## src/rtl/fwd_hazard_unit.sv

```systemverilog
// fwd_hazard_unit: EX-stage operand forwarding selects and load-use stall
// control for a 5-stage pipeline. A private shadow of the ID/EX, EX/MEM and
// MEM/WB register-address/control fields is kept here, so the unit needs
// only the ID-stage decode plus the branch flush.
module fwd_hazard_unit #(
  parameter int REG_AW = 5,
  parameter int CNT_W  = 32
) (
  input  logic              clk_i,
  input  logic              rst_i,
  input  logic              id_valid_i,
  input  logic [REG_AW-1:0] id_rs1_i,
  input  logic [REG_AW-1:0] id_rs2_i,
  input  logic [REG_AW-1:0] id_rd_i,
  input  logic              id_regwrite_i,
  input  logic              id_memread_i,
  input  logic              flush_i,
  output logic [1:0]        fwd_a_o,
  output logic [1:0]        fwd_b_o,
  output logic              stall_o,
  output logic [CNT_W-1:0]  stall_cnt_o
);

  // ID/EX shadow
  logic [REG_AW-1:0] r_ex_rs1, r_ex_rs2, r_ex_rd;
  logic              r_ex_regwrite, r_ex_memread;
  // EX/MEM shadow
  logic [REG_AW-1:0] r_mem_rd;
  logic              r_mem_regwrite, r_mem_memread;
  // MEM/WB shadow
  logic [REG_AW-1:0] r_wb_rd;
  logic              r_wb_regwrite;

  logic [CNT_W-1:0]  r_stall_cnt;

  logic              w_haz;
  logic              w_stall;
  logic              w_bubble;

  // Youngest-producer-wins select for one operand. A load sitting in MEM has
  // no data yet, so it is skipped and the operand falls through to MEM/WB
  // (which then carries the loaded value one cycle later).
  function automatic logic [1:0] fwd_sel(
    input logic [REG_AW-1:0] rs,
    input logic [REG_AW-1:0] mem_rd,
    input logic              mem_rw,
    input logic              mem_ld,
    input logic [REG_AW-1:0] wb_rd,
    input logic              wb_rw
  );
    fwd_sel = 2'b00;
    if (mem_rw && !mem_ld && (mem_rd != '0) && (mem_rd == rs))
      fwd_sel = 2'b10;
    else if (wb_rw && (wb_rd != '0) && (wb_rd == rs))
      fwd_sel = 2'b01;
  endfunction

  // Load-use detection: the load in EX cannot feed the ID instruction in
  // time. A flush kills the ID instruction, so it never stalls.
  always_comb begin
    w_haz    = id_valid_i && r_ex_memread && (r_ex_rd != '0) &&
               ((r_ex_rd == id_rs1_i) || (r_ex_rd == id_rs2_i));
    w_stall  = w_haz && !flush_i;
    w_bubble = flush_i || w_stall || !id_valid_i;
  end

  // Operand mux selects depend on shadow state only (no input-to-output path).
  always_comb begin
    fwd_a_o = fwd_sel(r_ex_rs1, r_mem_rd, r_mem_regwrite, r_mem_memread,
                      r_wb_rd, r_wb_regwrite);
    fwd_b_o = fwd_sel(r_ex_rs2, r_mem_rd, r_mem_regwrite, r_mem_memread,
                      r_wb_rd, r_wb_regwrite);
  end

  assign stall_o     = w_stall;
  assign stall_cnt_o = r_stall_cnt;

  // Shadow pipeline advance; a bubble (all zero) enters EX on flush/stall/idle.
  always_ff @(posedge clk_i) begin
    if (rst_i) begin
      r_ex_rs1       <= '0;
      r_ex_rs2       <= '0;
      r_ex_rd        <= '0;
      r_ex_regwrite  <= 1'b0;
      r_ex_memread   <= 1'b0;
      r_mem_rd       <= '0;
      r_mem_regwrite <= 1'b0;
      r_mem_memread  <= 1'b0;
      r_wb_rd        <= '0;
      r_wb_regwrite  <= 1'b0;
    end else begin
      r_wb_rd        <= r_mem_rd;
      r_wb_regwrite  <= r_mem_regwrite;
      r_mem_rd       <= r_ex_rd;
      r_mem_regwrite <= r_ex_regwrite;
      r_mem_memread  <= r_ex_memread;
      if (w_bubble) begin
        r_ex_rs1      <= '0;
        r_ex_rs2      <= '0;
        r_ex_rd       <= '0;
        r_ex_regwrite <= 1'b0;
        r_ex_memread  <= 1'b0;
      end else begin
        r_ex_rs1      <= id_rs1_i;
        r_ex_rs2      <= id_rs2_i;
        r_ex_rd       <= id_rd_i;
        r_ex_regwrite <= id_regwrite_i;
        r_ex_memread  <= id_memread_i;
      end
    end
  end

  // Saturating count of stall cycles; holds at all-ones instead of wrapping.
  always_ff @(posedge clk_i) begin
    if (rst_i)
      r_stall_cnt <= '0;
    else if (w_stall && (r_stall_cnt != {CNT_W{1'b1}}))
      r_stall_cnt <= r_stall_cnt + 1'b1;
  end

endmodule

```

## config.mk

```make
export PLATFORM = sky130hd
export DESIGN_NAME = fwd_hazard_unit
export DESIGN_NICKNAME = d
export VERILOG_FILES = /design/src/rtl/fwd_hazard_unit.sv
export SDC_FILE = /design/constraint.sdc
export NUM_CORES = 1
export LEC_CHECK = 0
export BUFFER_PORTS_ARGS = -buffer_cell sky130_fd_sc_hd__buf_2
export CORE_MARGIN = 3
export CORE_UTILIZATION = 49
export CTS_BUF_LIST = sky130_fd_sc_hd__clkbuf_8
export DETAILED_ROUTE_END_ITERATION = 10
export PLACE_DENSITY = 0.83
export SYNTH_ARGS = -nofsm -noshare
export SYNTH_HDL_FRONTEND = slang
export SYNTH_SLANG_ARGS = --single-unit
```

## constraint.sdc

```tcl
create_clock -name clk_i -period 4.9 [get_ports clk_i]
set_input_delay 0.245 -clock clk_i [delete_from_list [all_inputs] [get_ports clk_i]]
set_output_delay 0.245 -clock clk_i [all_outputs]
set_load 0.005 [all_outputs]
```

==> results of run 1 <==
[power groups by stage]
stage                     Clock [uW]  Combinational [uW]  Sequential [uW]
final                            424                35.5              514
after global routing             460                40.4              514
after CTS                        433                36.2              514
after detailed placement           0                36.0              526
after global placement             0                34.9              525
after floorplan                    0                22.2              524
[flip-flops by register name, indices dropped and copies added, names as in the netlist, 5 cells and up]
register and cells:
r_ex_rs1 5, r_ex_rs2 5, stall_cnt_o 32, r_mem_rd 5, r_ex_rd 5, r_wb_rd 5
[routing by layer]
metal / GRT usage [%] / up-vias / share of wire (%)
li1: - / 1236 / -
met1: 24.7 / 1134 / 46
met2: 29.0 / 69 / 47
met3: 5.31 / 8 / 5.7
met4: 8.99 / 0 / 1.2
met5: 0 / - / 0
[cell usage after synthesis, drive strengths merged (4+ instances only)]
master | count | area share, %
nor2b | 18 | 3.9
buf | 7 | 2.1
dfxtp | 62 | 43
or3 | 14 | 3.1
o31ai | 9 | 2.4
xnor2 | 6 | 1.8
nor4 | 6 | 1.8
nor2 | 16 | 2.1
mux2 | 4 | 1.6
a21oi | 25 | 4.4
nand2 | 12 | 1.6
o21ai | 17 | 3.0
and2 | 18 | 3.9
xor2 | 25 | 7.6
or4 | 14 | 3.7
nor3 | 6 | 1.4
clkbuf | 6 | 0.78
nand4 | 11 | 3.1
nand3 | 13 | 2.3
inv | 8 | 1.0
[per-stage QoR]
stage	instances	setup slack (ns)	power, uW	area [um2]
2_1_floorplan	315	2.89	546	2870
3_3_place_gp	431	2.75	560	3160
3_5_place_dp	431	2.66	562	3160
4_1_cts	447	2.60	983	3350
6_report	447	2.60	974	3350
5_1_grt	447	2.44	1010	3350
[layout by cell type, fill, tap and decap left out, types with 2 or more instances in the layout]
cell type   count
a21oi_1        25
a31o_2          2
a31oi_1         2
and2_1         18
and3_1          3
and4_1          3
buf_2          57
clkbuf_8        9
clkinv_2        2
clkinvlp_4      3
dfxtp_1        62
inv_1           8
mux2_1          3
nand2_1        12
nand3_1        13
nand4_1         8
nand4_2         3
nor2_1         16
nor2b_1        18
nor3_1          4
nor3_2          2
nor4_1          5
o21ai_0         8
o21ai_1         9
o31ai_1         9
or3_1          14
or4_1          14
xnor2_1         6
xor2_1         25
[worst max-delay path by stage]
stage	cells after the start	to	slack, ns	start
floorplan	10	stall_cnt_o[1]$_SDFFE_PP0P_	2.89	stall_cnt_o[0]$_SDFFE_PP0P_
global placement	7	stall_cnt_o[10]$_SDFFE_PP0P_	2.75	stall_cnt_o[0]$_SDFFE_PP0P_
detailed placement	7	stall_cnt_o[10]$_SDFFE_PP0P_	2.66	stall_cnt_o[0]$_SDFFE_PP0P_
CTS	5	fwd_b_o[0]	2.60	r_mem_rd[1]$_SDFF_PP0_
global route	5	fwd_b_o[0]	2.44	r_mem_rd[1]$_SDFF_PP0_
finish	5	fwd_b_o[0]	2.60	r_mem_rd[1]$_SDFF_PP0_
[cell type report]
cell class | count | area, um2
Clock buffer | 9 | 124
Tap cell | 72 | 90.1
Sequential cell | 62 | 1240
Timing Repair Buffer | 57 | 285
Multi-Input combinational cell | 232 | 1520
Clock inverter | 7 | 66.3
Fill cell | 477 | 2220
Inverter | 8 | 30.0
[critical path, stage by stage (launching register included)]
cell	delay, ns
dfxtp_1	0.35
or4_1	0.52
o21ai_0	0.24
nor4_1	0.13
nor4_1	0.32
buf_2	0.17
[cell families (layout without fill, tap and decap cells)]
kind of cell    Yosys count  after routing
simple gates            138            138
flops                    62             62
compound gates           57             57
xor+xnor                 31             31
buf+inv                  21             81
mux                       5              5
fa+ha+maj                 1              1
==> results_dict.tcl, run 1 <==
set metrics [dict create \
    status "finished, final reports clean" \
    grt_pass1_vias 2268 \
    synth_area_um2 2870 \
    place_congestion 0.827 \
    synthXorXnorAreaFrac_pct 9.46 \
    syn2layout_area_growth_pct 16.8 \
    io_pins 58 \
    hold_class "in -> reg" \
    powerDensity_nw_per_um2 290 \
    final_nets 392 \
    drtAntennaViolNets 0 \
    synth_top_family_by_area "simple AND/OR/NAND/NOR gates" \
    clock.fmax_mhz 434 \
    async_flop_share_pct 0 \
    whs_endpoint "r_ex_rd[3]$_SDFF_PP0_" \
    cts_buffers 9 \
    synth_area_per_cell_um2 9.11 \
    antenna_found_initial 0 \
    peakVddDrop_mv 0.203 \
    cts_hold_buf 0 \
    cp.required_ns 4.66 \
    post-route-period-util_pct 47.0 \
    die_w_um 82.5 \
    start_util_pct 51.5 \
    fin_crit_ns 2.30 \
    setup_tns_ns 0 \
    final_util_pct 60.2 \
    drc_errors 0 \
    postCtsSetupBuffers 0 \
    synth_nets 337 \
    routed_wirelength_mm 6.06 \
    core_area_um2 5570 \
    drive_gt1_share_pct 22.7 \
    antennaDiodeCount 0 \
    wl_per_cell_um 13.6 \
    clock-root-buffer "clkbuf_8" \
    yosysSeqAreaShare_pct 43.2 \
    synth_edf_count 0 \
    endpoint_kind "output port" \
    muxShareOfSynthArea_pct 1.92 \
    cts.reportedPaths.clkPinSlew_ns 0.07 \
    power_frac_comb_pct 3.6 \
    io_buffers 57 \
    pwr-share-clk_pct 43.6 \
    synth-seq-cells 62 \
    rows 27 \
    synth_simple_gate_area_share_pct 29.8 \
    r2r-end "stall_cnt_o[10]$_SDFFE_PP0P_" \
    holdPathStages 2 \
    setup_viol 0 \
    grt_max_degree 51 \
    grt_overflow 0 \
    dr.pass1.iters 4 \
    drt_iter0_markers 190 \
    rrSetupSlack_ns 2.64 \
    ys_types 41 \
    num_vias 2447 \
    whs_ns 0.116 \
    maxSlewHeadroom_pct 40.1 \
    yosysWarningCount 0 \
    postCtsResizedCells 0 \
    via_per_inst 5.47 \
    die_h_um 82.5 \
    grt_usage_pct 19.0 \
    cts_tree "built" \
    reg2reg_depth 7 \
    cp_max_fo 4 \
    rsz0062_at_grt "no" \
    tightest_slew_ns 0.899 \
    clock-sinks 62 \
    start_kind "flip-flop" \
    r2r-start "stall_cnt_o[0]$_SDFFE_PP0P_" \
    grt_pass1_wl_mm 10.0 \
    final_max_slew_viol_count 0 \
    drv_cap 0 \
    p_seq_share_pct 52.8 \
    switchingPower_uw 217 \
    dieArea_um2 6810 \
    yosys.area_share.adder_pct 0.436 \
    cts_htree_levels 3 \
    p_sw_share_pct 22.3 \
    clkLatencyLatePin_ns 0.33 \
    postSynthCellCount 315 \
    critical_path_class "reg -> out" \
    power.leakage_uw 0.00146 \
    cts_buffer_depth 2 \
    dp_hpwl_mm 4.34 \
    synth_compound_area_share_pct 11.2 \
    p_int_uw 757 \
    ys.flop_type "dfxtp_1" \
    hold_viol_final 0 \
    arrival_ns 2.06 \
    min_from "id_rd_i[3]" \
    skew_ns 0.00961 \
]
(Power assumes the default switching activity.)
==> run 2: changes to the inputs <==
clock period = 2.3 ns   (was 4.9 ns; I/O delays follow)
==> run 2 against run 1 <==
  * Core utilization up 3.0 points
  * Routed wire length increased by 8.3%
  * Global-route usage grew 1.4 points
  * Register-to-register slack got worse by 2.4 ns
  * Critical path depth stayed put
  * Final cell count rose by 3.8%
  * Combinational power rose to 2.6 times the previous value
==> results_dict.tcl, run 2 (synthesis gave the netlist of run 1 again) <==
set metrics [dict create \
    dp_slack_ns 0.125 \
    grt_pass1_wl_mm 10.8 \
    dp_hpwl_mm 4.67 \
    drtAntennaViolNets 0 \
    peakVddDrop_mv 0.350 \
    setup_tns_ns 0 \
    start_kind "flip-flop" \
    via_per_inst 5.49 \
    status "finished, final reports clean" \
    cp_slowest_cell "or4_1" \
    startpoint "r_mem_rd[1]$_SDFF_PP0_" \
    hold_class "in -> reg" \
    routed_wirelength_mm 6.57 \
    num_vias 2546 \
    tightest_slew_ns 0.441 \
    setup_viol 0 \
    largest_reg_flops 32 \
    clock.fmax_mhz 462 \
    design_area_um2 3520 \
    fin_crit_ns 2.17 \
    switchingPower_uw 474 \
    skew_ns 0.00622 \
    drv_cap 0 \
    worstPathBufferInverterCount 1 \
    antenna_found_initial 0 \
    pwr-share-clk_pct 44.3 \
    cts_tree "built" \
    maxSlewHeadroom_pct 70.6 \
    cp_max_fo 4 \
    hold_viol_final 0 \
    drt_iter0_markers 185 \
    dieArea_um2 6810 \
    place_area_um2 3220 \
    cts.reportedPaths.clkPinSlew_ns 0.07 \
    cts_htree_levels 3 \
    cts_buffers 9 \
    powerDensity_nw_per_um2 606 \
    rows 27 \
    final_nets 409 \
    fin_ws_ns 0.134 \
    final_max_slew_viol_count 0 \
    place_congestion 0.881 \
    min_from "id_rs1_i[0]" \
    p_seq_share_pct 51.3 \
    layout_commonest_cell "dfxtp_1" \
    crit_chain "or4_1, o21ai_0, nor4_1, nor4_1, buf_2" \
    critical_path.top_delay_family "simple AND/OR/NAND/NOR gates" \
    p_int_uw 1660 \
    path_common_cell "nor4_1" \
    clock-sinks 62 \
    clkLatencyLatePin_ns 0.33 \
    core_area_um2 5570 \
    power.leakage_uw 0.00155 \
    die_h_um 82.5 \
    syn2layout_area_growth_pct 22.6 \
    antennaDiodeCount 0 \
    power_frac_comb_pct 4.3 \
    io_buffers 57 \
    grt_usage_pct 20.4 \
    die_w_um 82.5 \
    drive_gt1_share_pct 24.0 \
    cts_buffer_depth 2 \
    max_stage_delay_ns 0.51 \
    grt_max_degree 27 \
    wl_per_cell_um 14.2 \
    start_util_pct 51.5 \
    dr.pass1.iters 4 \
    clock-root-buffer "clkbuf_8" \
    endpoint_kind "output port" \
    critical_path_class "reg -> out" \
    io_pins 58 \
    r2r-start "stall_cnt_o[26]$_SDFFE_PP0P_" \
    arrival_ns 2.05 \
    post-route-period-util_pct 94.2 \
    final_util_pct 63.1 \
    final_cell_mix "dfxtp_1, buf_2, xor2_1, a21oi_1" \
    grt_overflow 0 \
    p_sw_share_pct 22.2 \
    grt_pass1_vias 2366 \
    drc_errors 0 \
    cp.required_ns 2.18 \
    rsz0062_at_grt "no" \
]
[run 2: routing by layer]
layer / vias to the layer above / wire, um / GRT usage [%] / part of all wire [%]
met5: - / 0 / 0 / 0
met4: 0 / 102 / 8.17 / 1.6
met3: 12 / 275 / 5.42 / 4.2
met2: 61 / 3150 / 32.2 / 48
met1: 1198 / 3030 / 26.5 / 46
li1: 1275 / - / - / -
[run 2: final timing paths]
check / cells past startpoint / slack [ns] / endpoint
setup / recovery: 5 / 0.13 / fwd_b_o[0]
hold / removal: 2 / 0.01 / r_ex_rs1[0]$_SDFF_PP0_
setup reg to reg: 7 / 0.23 / stall_cnt_o[16]$_SDFFE_PP0P_
hold reg to reg: 1 / 0.46 / r_wb_regwrite$_SDFF_PP0_
[run 2: cell type report]
class,instances,area (um2)
well taps,72,90.1
flip-flops and latches,62,1240
multi-input cells,233,1530
fillers,478,2050
inverters,8,30.0
clock buffers,10,138
repair buffers,73,428
clock inverters,6,62.6
[run 2: power by group through the flow]
| stage | clock network (uW) | registers, uW | logic [uW] |
|---|---|---|---|
| CTS | 960 | 1100 | 91.7 |
| global placement | 0 | 1120 | 78.2 |
| finish | 946 | 1100 | 92.5 |
| detailed placement | 0 | 1120 | 79.8 |
| floorplan | 0 | 1120 | 47.2 |
| global route | 1010 | 1100 | 103 |
[run 2: what timing repair did]
action / 4_1_cts / 5_1_grt
setup buffers: 0 / 0
hold buffers: 9 / 0
hold endpoints to repair: 9 / 0
resized for setup: 0 / 1
setup endpoints to repair: 0 / 12
[run 2: metrics by stage]
stage          total power (uW)  cells  hold WS, ns
6_report                   2130    464       0.0133
5_1_grt                    2210    464      0.00941
4_1_cts                    2150    463      0.00263
3_5_place_dp               1200    438        0.321
3_3_place_gp               1200    438        0.316
2_1_floorplan              1160    315        0.237
